--- src/rtl/uart_rx_fifo_pkg.sv ---
// Shared UART constants used by rx_core, tx_core and the receive/transmit FIFOs.
package uart_rx_fifo_pkg;
    localparam int UART_DATA_W     = 8;
    localparam int UART_FIFO_DEPTH = 16;
    localparam int UART_FIFO_AW    = $clog2(UART_FIFO_DEPTH);
endpackage

--- src/rtl/uart_sync_fifo.sv ---
// Generic single-clock show-ahead FIFO with registered head, valid and occupancy.
module uart_sync_fifo #(
    parameter int DEPTH  = 16,
    parameter int ADDR_W = 4,
    parameter int DATA_W = 8
) (
    input  logic              clk,
    input  logic              rst_n,
    input  logic              clr,
    input  logic              wr_en,
    input  logic [DATA_W-1:0] wr_data,
    input  logic              rd_en,
    output logic [DATA_W-1:0] rd_data,
    output logic              rd_valid,
    output logic [ADDR_W:0]   count,
    output logic              full
);

    localparam logic [ADDR_W:0] FULL_C = (ADDR_W+1)'(DEPTH);

    logic [DATA_W-1:0] mem_r [DEPTH];
    logic [ADDR_W-1:0] wr_ptr_r, rd_ptr_r, wr_nxt_s, rd_nxt_s;
    logic [ADDR_W:0]   count_r, cnt_nxt_s;
    logic [DATA_W-1:0] rd_data_r, head_s;
    logic              rd_valid_r, full_s, push_s, pop_s;

    // Next-state pointers, occupancy and head entry; clr beats push and pop.
    always_comb begin
        full_s    = (count_r == FULL_C);
        pop_s     = rd_en & rd_valid_r;
        push_s    = wr_en & (~full_s | pop_s) & ~clr;
        wr_nxt_s  = wr_ptr_r;
        rd_nxt_s  = rd_ptr_r;
        cnt_nxt_s = count_r;
        head_s    = '0;
        if (clr) begin
            wr_nxt_s  = '0;
            rd_nxt_s  = '0;
            cnt_nxt_s = '0;
        end else begin
            wr_nxt_s = push_s ? wr_ptr_r + ADDR_W'(1) : wr_ptr_r;
            rd_nxt_s = pop_s  ? rd_ptr_r + ADDR_W'(1) : rd_ptr_r;
            case ({push_s, pop_s})
                2'b10:   cnt_nxt_s = count_r + (ADDR_W+1)'(1);
                2'b01:   cnt_nxt_s = count_r - (ADDR_W+1)'(1);
                default: cnt_nxt_s = count_r;
            endcase
        end
        // The entry landing at the new head this cycle is not in mem_r yet.
        if (cnt_nxt_s == '0) begin
            head_s = '0;
        end else if (push_s && (wr_ptr_r == rd_nxt_s)) begin
            head_s = wr_data;
        end else begin
            head_s = mem_r[rd_nxt_s];
        end
    end

    // Storage write; contents are deliberately not reset.
    always_ff @(posedge clk) begin
        if (push_s) begin
            mem_r[wr_ptr_r] <= wr_data;
        end
    end

    // Pointer, occupancy and head registers.
    always_ff @(posedge clk or negedge rst_n) begin
        if (!rst_n) begin
            wr_ptr_r   <= '0;
            rd_ptr_r   <= '0;
            count_r    <= '0;
            rd_data_r  <= '0;
            rd_valid_r <= 1'b0;
        end else begin
            wr_ptr_r   <= wr_nxt_s;
            rd_ptr_r   <= rd_nxt_s;
            count_r    <= cnt_nxt_s;
            rd_data_r  <= head_s;
            rd_valid_r <= (cnt_nxt_s != '0);
        end
    end

    assign rd_data  = rd_data_r;
    assign rd_valid = rd_valid_r;
    assign count    = count_r;
    assign full     = full_s;

endmodule

--- src/rtl/uart_rx_fifo.sv ---
// Receive byte buffer behind rx_core: rx_done edge capture, FIFO, sticky overflow.
// Optional threshold interrupt rx_irq when UART_RX_IRQ_EN is defined.
module uart_rx_fifo
    import uart_rx_fifo_pkg::*;
#(
    parameter int DEPTH  = UART_FIFO_DEPTH,
    parameter int ADDR_W = UART_FIFO_AW,
    parameter int DATA_W = UART_DATA_W
`ifdef UART_RX_IRQ_EN
    ,
    parameter int IRQ_LEVEL = DEPTH / 2
`endif
) (
    input  logic              rx_clk,
    input  logic              reset_n,
    input  logic [DATA_W-1:0] rx_data,
    input  logic              rx_done,
    input  logic              rd_pop,
    output logic              rd_valid,
    output logic [DATA_W-1:0] rd_data,
    input  logic              flush,
    input  logic              ovf_clr,
    output logic              overflow,
`ifdef UART_RX_IRQ_EN
    output logic              rx_irq,
`endif
    output logic [ADDR_W:0]   count
);

    logic rx_done_d_r, overflow_r;
    logic push_req_s, pop_v_s, full_s, ovf_set_s, ovf_nxt_s;

    uart_sync_fifo #(
        .DEPTH  (DEPTH),
        .ADDR_W (ADDR_W),
        .DATA_W (DATA_W)
    ) u_fifo (
        .clk      (rx_clk),
        .rst_n    (reset_n),
        .clr      (flush),
        .wr_en    (push_req_s),
        .wr_data  (rx_data),
        .rd_en    (rd_pop),
        .rd_data  (rd_data),
        .rd_valid (rd_valid),
        .count    (count),
        .full     (full_s)
    );

    // Edge detect and overflow decision; a flushed byte is never an overflow.
    always_comb begin
        push_req_s = rx_done & ~rx_done_d_r;
        pop_v_s    = rd_pop & rd_valid;
        ovf_set_s  = push_req_s & full_s & ~pop_v_s & ~flush;
        if (ovf_set_s) begin
            ovf_nxt_s = 1'b1;
        end else if (ovf_clr) begin
            ovf_nxt_s = 1'b0;
        end else begin
            ovf_nxt_s = overflow_r;
        end
    end

    // rx_done_d resets high so a strobe already asserted at release is ignored.
    always_ff @(posedge rx_clk or negedge reset_n) begin
        if (!reset_n) begin
            rx_done_d_r <= 1'b1;
            overflow_r  <= 1'b0;
        end else begin
            rx_done_d_r <= rx_done;
            overflow_r  <= ovf_nxt_s;
        end
    end

    assign overflow = overflow_r;

`ifdef UART_RX_IRQ_EN
    localparam logic [ADDR_W:0] IRQ_LVL_C = (ADDR_W+1)'(IRQ_LEVEL);

    logic [ADDR_W:0] cnt_nxt_s;
    logic            accept_s, rx_irq_r;

    // Occupancy the FIFO will hold after this edge, so rx_irq lines up with rd_valid.
    always_comb begin
        accept_s = push_req_s & (~full_s | pop_v_s);
        if (flush) begin
            cnt_nxt_s = '0;
        end else begin
            case ({accept_s, pop_v_s})
                2'b10:   cnt_nxt_s = count + (ADDR_W+1)'(1);
                2'b01:   cnt_nxt_s = count - (ADDR_W+1)'(1);
                default: cnt_nxt_s = count;
            endcase
        end
    end

    // Threshold or overflow interrupt.
    always_ff @(posedge rx_clk or negedge reset_n) begin
        if (!reset_n) begin
            rx_irq_r <= 1'b0;
        end else begin
            rx_irq_r <= (cnt_nxt_s >= IRQ_LVL_C) | ovf_nxt_s;
        end
    end

    assign rx_irq = rx_irq_r;
`endif

endmodule

--- config.mk ---
export PLATFORM = sky130hd
export DESIGN_NAME = uart_rx_fifo
export DESIGN_NICKNAME = d
export VERILOG_FILES = /design/src/rtl/uart_rx_fifo_pkg.sv /design/src/rtl/uart_sync_fifo.sv /design/src/rtl/uart_rx_fifo.sv
export SDC_FILE = /design/constraint.sdc
export NUM_CORES = 1
export LEC_CHECK = 0
export ABC_AREA = 1
export BUFFER_PORTS_ARGS = -buffer_cell sky130_fd_sc_hd__buf_2
export CORE_MARGIN = 5
export CORE_UTILIZATION = 40
export CTS_CLUSTER_SIZE = 14
export DETAILED_ROUTE_END_ITERATION = 8
export GPL_TIMING_DRIVEN = 0
export PLACE_DENSITY = 0.58
export SYNTH_ARGS = -nofsm -noshare
export SYNTH_HDL_FRONTEND = slang
export SYNTH_SLANG_ARGS = --single-unit
--- constraint.sdc ---
create_clock -name rx_clk -period 3 [get_ports rx_clk]
set_input_delay 0 -clock rx_clk [delete_from_list [all_inputs] [get_ports rx_clk]]
set_output_delay 0 -clock rx_clk [all_outputs]
set_load 0.05 [all_outputs]
# After elaboration in Yosys (flattened, before gate mapping)
# Memory sizes are Yosys's and may differ from the RTL's.
# Index checks and enable logic that the tools add are counted.
[op_classes]
n_reduce_logical = 5
muxes = 12
eq_ne = 4
addsub = 4
n_bitwise = 12
[op_table]
columns = ["op", "count"]
rows = [
  ["$mux 4", 4],
  ["$mux 8", 2],
  ["$pmux 5 s2", 1],
  ["$add 4x1->4 const B", 2],
  ["$and 1x1->1", 7],
  ["$add 5x1->5 const B", 1],
  ["$eq 5x5->1 const B", 1],
  ["$logic_not 5->1", 1],
  ["$mux 5", 1],
  ["$reduce_bool 5->1", 1],
  ["$sub 5x1->5 const B", 1],
  ["$eq 4x4->1", 1],
  ["$mux 1", 4],
  ["$not 1->1", 4],
  ["$reduce_bool 2->1", 2],
  ["$eq 2x1->1 const B", 1],
  ["$eq 2x2->1 const B", 1],
  ["$logic_and 1x1->1", 1],
  ["$or 1x1->1", 1],
]
[totals]
out_inout_bits = 15
word_cells = 45
reg_bits = 24
mem_bits_rw = 128
inputBits = 14
n_memories = 1
[memory_table]
columns = ["name", "depth", "width", "rd", "rd_clocked_by_memory_dff", "write_ports", "line", "text"]
rows = [
  ["u_fifo.mem_r", 16, 8, 1, 0, 1, "uart_sync_fifo.sv:21", "logic [DATA_W-1:0] mem_r [DEPTH];"],
]

# Longest topological paths before layout
# Gate-level depths: netlist (run 1).
[depth]
word_depth = 10
mapped_depth = 22
ltp_nobuf = 21

# By module
# A second synthesis (run 1) with hierarchy kept.
[unflattened]
cells_unflattened = 629
hier_area_um2 = 6764.0
[by_module_without_submodules]
columns = ["module", "seq_area_each_um2", "area_per_inst_um2", "n_inst", "cells_per_inst"]
rows = [
  ["uart_sync_fifo", 4394.2, 6675.2, 1, 618],
  ["uart_rx_fifo", 51.3, 88.8, 1, 11],
]

# Worst setup path after synthesis (run 1)
# Ideal clock, no wire load.
[synth_timing]
path_kind = "register to register"
startpoint = "register u_fifo.rd_valid_r (netlist: u_fifo.rd_valid)"
endpoint = "register u_fifo.rd_data_r[0] (netlist: u_fifo.rd_data[0])"
arrival_time_ns = 2.678
setup_slack_ns = 0.204
stages_incl_launch_ff = 23
period_less_slack_ns = 2.796
setup_time_ns = 0.118
required_ns = 2.882
n_path_buf = 1
cell_sequence = "dfrtp_1 > nand2_2 > nand3_1 > nor2_1 > nor2_4 > inv_1 > ha_1 > clkbuf_2 > nand2_1 > inv_1 > nor2_1 > ha_1 > a21oi_1 > nor2_1 > inv_1 > nand2_1 > nand2_1 > nand2_1 > nand2_1 > a21oi_1 > nand2_2 > nand2_1 > nor2_1"
[synth_via]
elab_chain_len = 9
word_cells_on_any_way = 16
cone_classes = "eq/ne: 3; mux: 6; bitwise: 4; reduce/logical: 2; memory: 1"
[synth_rtl]
columns = ["item", "line", "text"]
rows = [
  ["start: declaration", "uart_sync_fifo.sv:25", "logic rd_valid_r, full_s, push_s, pop_s;"],
  ["start signal: assignment", "uart_sync_fifo.sv:79", "rd_valid_r <= (cnt_nxt_s != '0);"],
  ["$and 1x1->1 *", "uart_sync_fifo.sv:30", "pop_s = rd_en & rd_valid_r;"],
  ["$or 1x1->1", "uart_sync_fifo.sv:31", "push_s = wr_en & (~full_s | pop_s) & ~clr;"],
  ["$and 1x1->1 (2 in series)", "uart_sync_fifo.sv:31", ""],
  ["$eq 2x1->1 / $eq 2x2->1 (equally long branches)", "uart_sync_fifo.sv:43", "case ({push_s, pop_s})"],
  ["$pmux 5 s2", "uart_sync_fifo.sv:43", ""],
  ["$mux 5", "uart_sync_fifo.sv:36", "if (clr) begin"],
  ["$logic_not 5->1", "uart_sync_fifo.sv:50", "if (cnt_nxt_s == '0) begin"],
  ["$mux 8 *", "uart_sync_fifo.sv:50", ""],
  ["via u_fifo.head_s[0]", "uart_sync_fifo.sv:24", "logic [DATA_W-1:0] rd_data_r, head_s;"],
  ["end signal: assignment", "uart_sync_fifo.sv:78", "rd_data_r <= head_s;"],
  ["end: declaration", "uart_sync_fifo.sv:24", ""],
]
# Mark *: on every way through the listed nets, which the timed path passes. The rest lies on a longest branch.
# A chain may end at the register's enable or synchronous reset.

# Worst setup path in the final report (run 1)
[layout_timing]
startpoint = "register u_fifo.count_r[1] (netlist: u_fifo.count[1])"
endpoint = "register u_fifo.rd_data_r[5] (netlist: u_fifo.rd_data[5])"
[layout_via]
elab_chain_len = 10
word_cells_on_any_way = 15
cone_classes = "add/sub: 2; eq/ne: 3; mux: 4; bitwise: 4; reduce/logical: 2"
[layout_rtl]
columns = ["item", "line", "text"]
rows = [
  ["start: declaration", "uart_sync_fifo.sv:23", "logic [ADDR_W:0] count_r, cnt_nxt_s;"],
  ["start signal: assignment", "uart_sync_fifo.sv:77", "count_r <= cnt_nxt_s;"],
  ["$eq 5x5->1", "uart_sync_fifo.sv:29", "full_s = (count_r == FULL_C);"],
  ["$not 1->1", "uart_sync_fifo.sv:31", ""],
  ["$or 1x1->1", "uart_sync_fifo.sv:31", ""],
  ["$and 1x1->1 (2 in series)", "uart_sync_fifo.sv:31", ""],
  ["$eq 2x1->1 / $eq 2x2->1 (equally long branches)", "uart_sync_fifo.sv:43", ""],
  ["$pmux 5 s2", "uart_sync_fifo.sv:43", ""],
  ["$mux 5", "uart_sync_fifo.sv:36", ""],
  ["$logic_not 5->1", "uart_sync_fifo.sv:50", ""],
  ["$mux 8 *", "uart_sync_fifo.sv:50", ""],
  ["via u_fifo.head_s[5]", "uart_sync_fifo.sv:24", ""],
]
# Marks and branches as above.

==> impl_metrics.yaml, run 1 <==
status:
  status: "complete, no violations"
critical_path:
  r2r_slack_ns: 0.18
  timing.rr.end: "u_fifo.rd_data[5]$_DFF_PN0_"
  end_kind: "register"
  cp_max_fo: 6
  r2r_cells: 21
  worstSetupStartpoint: "u_fifo.count[1]$_DFF_PN0_"
  cp.required_ns: 3.34
  start_kind: "register"
  r2r_start: "u_fifo.count[1]$_DFF_PN0_"
  arrival_ns: 3.16
  criticalPathCategory: "reg2reg"
timing:
  setup_viol: 0
  clock_skew_ns: 0.0109
  worst_slew_pin_slew_ns: 0.810
  slew_viol_final: 0
  fin_setup_tns_ns: 0
  max_freq_ghz: 0.355
  whs_ns: 0.0158
  period_needed_ns: 2.82
  hold_viol: 0
  maxSlewHeadroom_pct: 45.8
  fin_crit_sh_pct: 94.0
finish:
  finalNetCount: 720
  drive_gt1_share_pct: 17.0
  diodes: 0
  area_delta_synth_final_pct: 17.1
  num-fill-cells: 1516
run:
  drv_cap: 0
floorplanning:
  core_area_um2: 16600
  rows: 47
  initial_core_util_pct: 41.0
  die_h_um: 141
  die_x_um: 141
  dieArea_um2: 19800
  io_pins: 29
grt:
  grt-ovfl-total: 0
  antenna_found_initial: 0
  busiest_layer: "met2"
  grt_max_degree: 25
  met3_usage_pct: 3.52
  grt_util_met1_pct: 26.4
  grt_first_pass_wirelength_um: 28400
  grt_usage_pct: 19.0
  met2_usage_pct: 30.4
  grt_pass1_vias: 4950
hold_path:
  hold_start: "rx_data[6]"
  holdCritPathClass: "in2reg"
  holdPathStages: 1
  hold_path_end: "u_fifo.mem_r[6][6]$_DFFE_PP_"
clock_network:
  cts_max_level: 4
  clockBufferDepth: 2
  numCtsBuffers: 17
  cts_tree: "done"
  path_clk_slew_ns: 0.06
  root_buffer: "clkbuf_16"
  cts.sink_count: 152
  clock_latency_ns: 0.44
drt:
  post-route-drc-count: 0
  antenna_left: 0
  wl_um: 18500
  viasPerCell: 5.51
  drt-wirelength-per-cell_um: 19.8
  num_vias: 5120
  initialDrtViolationCount: 498
  firstDrtPassIters: 5
placement:
  gp_congestion: 0.909
  dp_hpwl_um: 12600
  port_buffers: 28
yosys:
  synth.net_count: 661
  synth_seq_cells: 152
  ys_types: 29
  synth-main-ff-cell: "edfxtp_1"
  ys_seq_area_share_pct: 65.1
  synth_top_area_cell: "edfxtp_1"
  yosysMostFrequentCell: "nand3_1"
  synth_cells: 639
  yosys_warnings: 0
  async_reset_ff_share_pct: 15.8
  synth_common_cells: "nand3_1 (132), edfxtp_1 (128), nand2_1 (128)"
  netlist_top_cells_area: "edfxtp_1 (56%), nand3_1 (9.7%), dfrtp_1 (8.4%)"
  synth_area_um2: 6830
  yosysTopAreaCellShare_pct: 56.3
  syn_avg_cell_area_um2: 10.7
  synth_edf_count: 128
pwr:
  p_leak_uw: 0.00311
  p_per_area_nw_per_um2: 789
  peakVddDrop_uv: 449
## worst max-delay path, cell delays in order, from the launching register on
cell and delay, ns:
dfrtp_1 0.41, inv_1 0.08, nand3_1 0.13, nor2_4 0.07, nor2_4 0.18, inv_2 0.08
ha_1 0.20, clkbuf_4 0.17, nor2_1 0.11, nor2_1 0.07, ha_1 0.18, a21oi_2 0.17
nor2_2 0.07, nand2_1 0.08, nand2_1 0.05, nand2_1 0.06, nand2_1 0.05, nand2_1 0.09
nand3_4 0.11, nand2_4 0.14, nand2_1 0.07, nor2_2 0.17
## worst max-delay path by stage
stage | endpoint | slack [ns] | cells past startpoint
2_1_floorplan | u_fifo.rd_data[0]$_DFF_PN0_ | 0.20 | 22
3_3_place_gp | u_fifo.rd_data[5]$_DFF_PN0_ | 0.04 | 22
3_5_place_dp | u_fifo.rd_data[5]$_DFF_PN0_ | -0.04 | 22
4_1_cts | u_fifo.rd_data[5]$_DFF_PN0_ | 0.02 | 22
5_1_grt | u_fifo.rd_data[7]$_DFF_PN0_ | -0.04 | 22
6_report | u_fifo.rd_data[5]$_DFF_PN0_ | 0.18 | 21
## kinds of logic (layout without fill, tap and decap cells)
logic type | Yosys count | after routing | synth area share (%)
xor gates and xnor gates | 3 | 3 | 0.385
AOI/OAI and AO/OA | 24 | 24 | 1.87
and+or+nand+nor | 373 | 374 | 26.1
buffers and inverters | 79 | 149 | 5.02
DFF | 152 | 152 | 65.1
adders and majority gates | 8 | 8 | 1.47
## registers in the layout (all words and copies together) (netlist names)
| name | count |
|---|---|
| u_fifo.wr_ptr_r | 4 |
| u_fifo.mem_r | 128 |
| u_fifo.rd_data | 8 |
| u_fifo.count | 5 |
| overflow | 1 |
| u_fifo.rd_valid | 1 |
| u_fifo.rd_ptr_r | 4 |
| rx_done_d_r | 1 |
## repair_timing
| action | 4_1_cts | 5_1_grt |
|---|---|---|
| endpoints found under the hold margin | 48 | 0 |
| resized for setup | 1 | 18 |
| gates cloned | 0 | 1 |
| hold buffers | 5 | 0 |
| endpoints found under the setup margin | 7 | 9 |
| pin swaps | 0 | 5 |
| setup buffers | 0 | 6 |
## area by class of cell
cell class	instances	area (um2)	area share, %
Buffer	37	188	2.35
Clock buffer	18	429	5.37
Clock inverter	13	155	1.94
Inverter	42	158	1.97
Multi-Input combinational cell	409	2110	26.3
Sequential cell	152	4450	55.6
Tap cell	220	275	3.44
Timing Repair Buffer	39	235	2.94
## stage by stage
stage	total power (uW)	utilization [%]	instance area [um2]	std cells	setup slack, ns
CTS	6200	47.3	7880	923	0.0242
finish	6310	48.0	7990	930	0.180
global placement	4030	43.5	7240	887	0.0404
floorplan	3580	-	6830	639	0.204
global route	6580	48.0	7990	930	-0.0357
detailed placement	4060	43.5	7240	887	-0.0371
## report_power, final
part	internal (uW)	total, uW	switching, uW	leakage (uW)
logic	477	1730	1250	0.00138
registers	2390	2440	55.3	0.00146
clock network	1290	2140	843	0.000273
## cell usage in the layout (no fill, tap or decap), types with 12 or more instances in the layout
cell type  synthesis  layout
nand3_1          132     131
nand2_1          128     128
edfxtp_1         128     128
nand4_1           57      57
buf_2             21      49
inv_1             37      36
nor2_1            40      33
dfrtp_1           23      22
clkbuf_16          0      17
clkbuf_1          11      12
a21oi_1           14      12
## metal layers
metal | share of wire (%) | wire [um]
met1 | 43 | 7910
met2 | 48 | 8850
met3 | 7.4 | 1360
met4 | 1.8 | 337
met5 | 0 | 0
No activity file was read; power rests on OpenSTA's default activity.
==> run 2: changes to the inputs <==
- CELL_PAD_IN_SITES_DETAIL_PLACEMENT: unset -> 0
- CELL_PAD_IN_SITES_GLOBAL_PLACEMENT: unset -> 1
- PLACE_DENSITY: 0.58 -> 0.69
==> run 2 against run 1 <==
Setup slack improved by 0.060 ns. Die area unchanged. Non-clock buffer count unchanged. Routed wire length increased by 1.3%. Count of clock-buffer cells in the layout increased by 1. Maximum frequency increased by 2.2%. Global-route usage increased by 0.12 points. Critical path depth increased by 1. Critical path type unchanged.
==> impl_metrics.yaml, run 2 (synthesis results as in run 1) <==
timing:
  whs_ns: 0.0320
  maxSlewHeadroom_pct: 49.8
  clock_skew_ns: 0.00755
  fin_crit_sh_pct: 92.0
  slew_viol_final: 0
  hold_viol: 0
  max_freq_ghz: 0.362
  worst_slew_pin_slew_ns: 0.751
  period_needed_ns: 2.76
  setup_viol: 0
clock_network:
  path_clk_slew_ns: 0.06
  numCtsBuffers: 17
  clock_latency_ns: 0.42
  cts.sink_count: 152
  clockBufferDepth: 2
  root_buffer: "clkbuf_16"
  cts_max_level: 4
  cts_tree: "done"
pwr:
  p_leak_uw: 0.00313
  p_per_area_nw_per_um2: 794
  intPower_uw: 4240
  p_comb_share_pct: 26.5
  p_sw_uw: 2110
  pwr-share-clk_pct: 35.0
  peakVddDrop_uv: 448
  p_sw_share_pct: 33.2
  seqPwrFrac_pct: 38.4
hold_path:
  holdPathStages: 1
  hold_path_end: "u_fifo.mem_r[6][6]$_DFFE_PP_"
  hold_start: "rx_data[6]"
  holdCritPathClass: "in2reg"
drt:
  drt-wirelength-per-cell_um: 20.1
  antenna_left: 0
  dr_wl_met2_um: 8960
  wl_met3_um: 819
  firstDrtPassIters: 6
  met1_length_um: 8600
  num_vias: 5074
  post-route-drc-count: 0
  initialDrtViolationCount: 486
  viasPerCell: 5.45
  routed.top_layer: "met4"
  wl_um: 18700
finish:
  layout_commonest_cell: "nand3_1"
  fin_cells: 931
  finalNetCount: 720
  drive_gt1_share_pct: 15.9
  regMostFlops: "u_fifo.mem_r"
  largest_register_ffs: 128
  final_cell_mix: "nand3_1 (131), nand2_1 (128), edfxtp_1 (128), nand4_1 (57), buf_2 (49)"
  area_delta_synth_final_pct: 17.0
  diodes: 0
floorplanning:
  dieArea_um2: 19800
  rows: 47
  io_pins: 29
  die_h_um: 141
  core_area_um2: 16600
  initial_core_util_pct: 41.0
  die_x_um: 141
grt:
  grt_max_degree: 25
  grt_usage_pct: 19.2
  antenna_found_initial: 0
  grt-ovfl-total: 0
  grt_first_pass_wirelength_um: 28400
  grt_pass1_vias: 4858
placement:
  gp_congestion: 1.07
  dp_cells: 887
  dp_hpwl_um: 13000
  port_buffers: 28
critical_path:
  r2r_slack_ns: 0.24
  arrival_ns: 3.11
  end_kind: "register"
  criticalPathCategory: "reg2reg"
  r2r_cells: 22
  r2r_start: "u_fifo.rd_valid$_DFF_PN0_"
  cp_max_fo: 6
  timing.rr.end: "u_fifo.rd_data[1]$_DFF_PN0_"
  cp.required_ns: 3.35
  start_kind: "register"
status:
  status: "complete, no violations"
run:
  drv_cap: 0
[run 2: changes by cell type in the layout (fill, tap and decap cells not counted), moves of 2 or more]
cell / delta
nor2_1: +6
clkinv_4: +2
clkinvlp_4: -4
nor2_2: -6
[run 2: repair_timing]
item                                    CTS  global route
endpoints found under the setup margin    0             9
buffers inserted                          0             6
hold buffers                              5             0
resized for setup                         0             9
endpoints found under the hold margin    33             0
[run 2: per-layer routing]
| metal | global-route usage [%] | vias to the layer above |
|---|---|---|
| met5 | 0 | - |
| met4 | 6.88 | 0 |
| li1 | - | 2396 |
| met3 | 2.98 | 24 |
| met1 | 26.7 | 2501 |
| met2 | 30.5 | 153 |
[run 2: per-stage QoR]
| stage | setup TNS [ns] | area, um2 | power, uW | util (%) | setup slack (ns) |
|---|---|---|---|---|---|
| floorplan | 0 | 6830 | 3580 | - | 0.204 |
| global placement | 0 | 7240 | 4050 | 43.5 | 0.110 |
| detailed placement | 0 | 7240 | 4060 | 43.5 | 0.0668 |
| CTS | 0 | 7900 | 6280 | 47.5 | 0.0489 |
| global route | -0.0289 | 7990 | 6600 | 48.0 | -0.0289 |
| finish | 0 | 7990 | 6340 | 48.0 | 0.240 |
[run 2: worst max path at each step]
stage / from / end / slack, ns / cells after the start
after floorplan: u_fifo.rd_valid$_DFF_PN0_ / u_fifo.rd_data[0]$_DFF_PN0_ / 0.20 / 22
after global placement: u_fifo.rd_valid$_DFF_PN0_ / u_fifo.rd_data[1]$_DFF_PN0_ / 0.11 / 22
after detailed placement: u_fifo.rd_valid$_DFF_PN0_ / u_fifo.rd_data[1]$_DFF_PN0_ / 0.07 / 22
after CTS: u_fifo.rd_valid$_DFF_PN0_ / u_fifo.rd_data[1]$_DFF_PN0_ / 0.05 / 22
after global routing: u_fifo.count[0]$_DFF_PN0_ / u_fifo.rd_data[0]$_DFF_PN0_ / -0.03 / 22
final: u_fifo.rd_valid$_DFF_PN0_ / u_fifo.rd_data[1]$_DFF_PN0_ / 0.24 / 22
[run 2: critical path: stages, from the launching register on]
cell	delay [ns]
dfrtp_1	0.39
nand2_2	0.14
nand3_1	0.14
nor2_4	0.14
nor2_4	0.06
inv_1	0.10
ha_1	0.15
clkbuf_4	0.17
nand2_1	0.06
inv_1	0.07
nor2_1	0.05
ha_1	0.17
a21oi_1	0.17
nor2_1	0.09
nand2_1	0.08
nand2_1	0.05
nand2_1	0.06
nand2_1	0.05
nand2_1	0.08
nand3_2	0.14
nand2_4	0.15
nand2_1	0.06
nor2_1	0.13
[run 2: cell type report]
class | count | area, um2
timing repair buffer | 39 | 235
multi-input combinational | 409 | 2070
inverter | 42 | 158
clock buffer | 19 | 433
tap | 220 | 275
clock inverter | 13 | 178
buffer | 37 | 188
sequential | 152 | 4450
fill | 1516 | 8650
[run 2: power by group through the flow]
stage	clock network [uW]	logic (uW)	registers (uW)
final	2220	1680	2440
after global routing	2320	1830	2450
after CTS	2250	1590	2450
after detailed placement	0	1570	2490
after global placement	0	1560	2480
after floorplan	0	816	2760
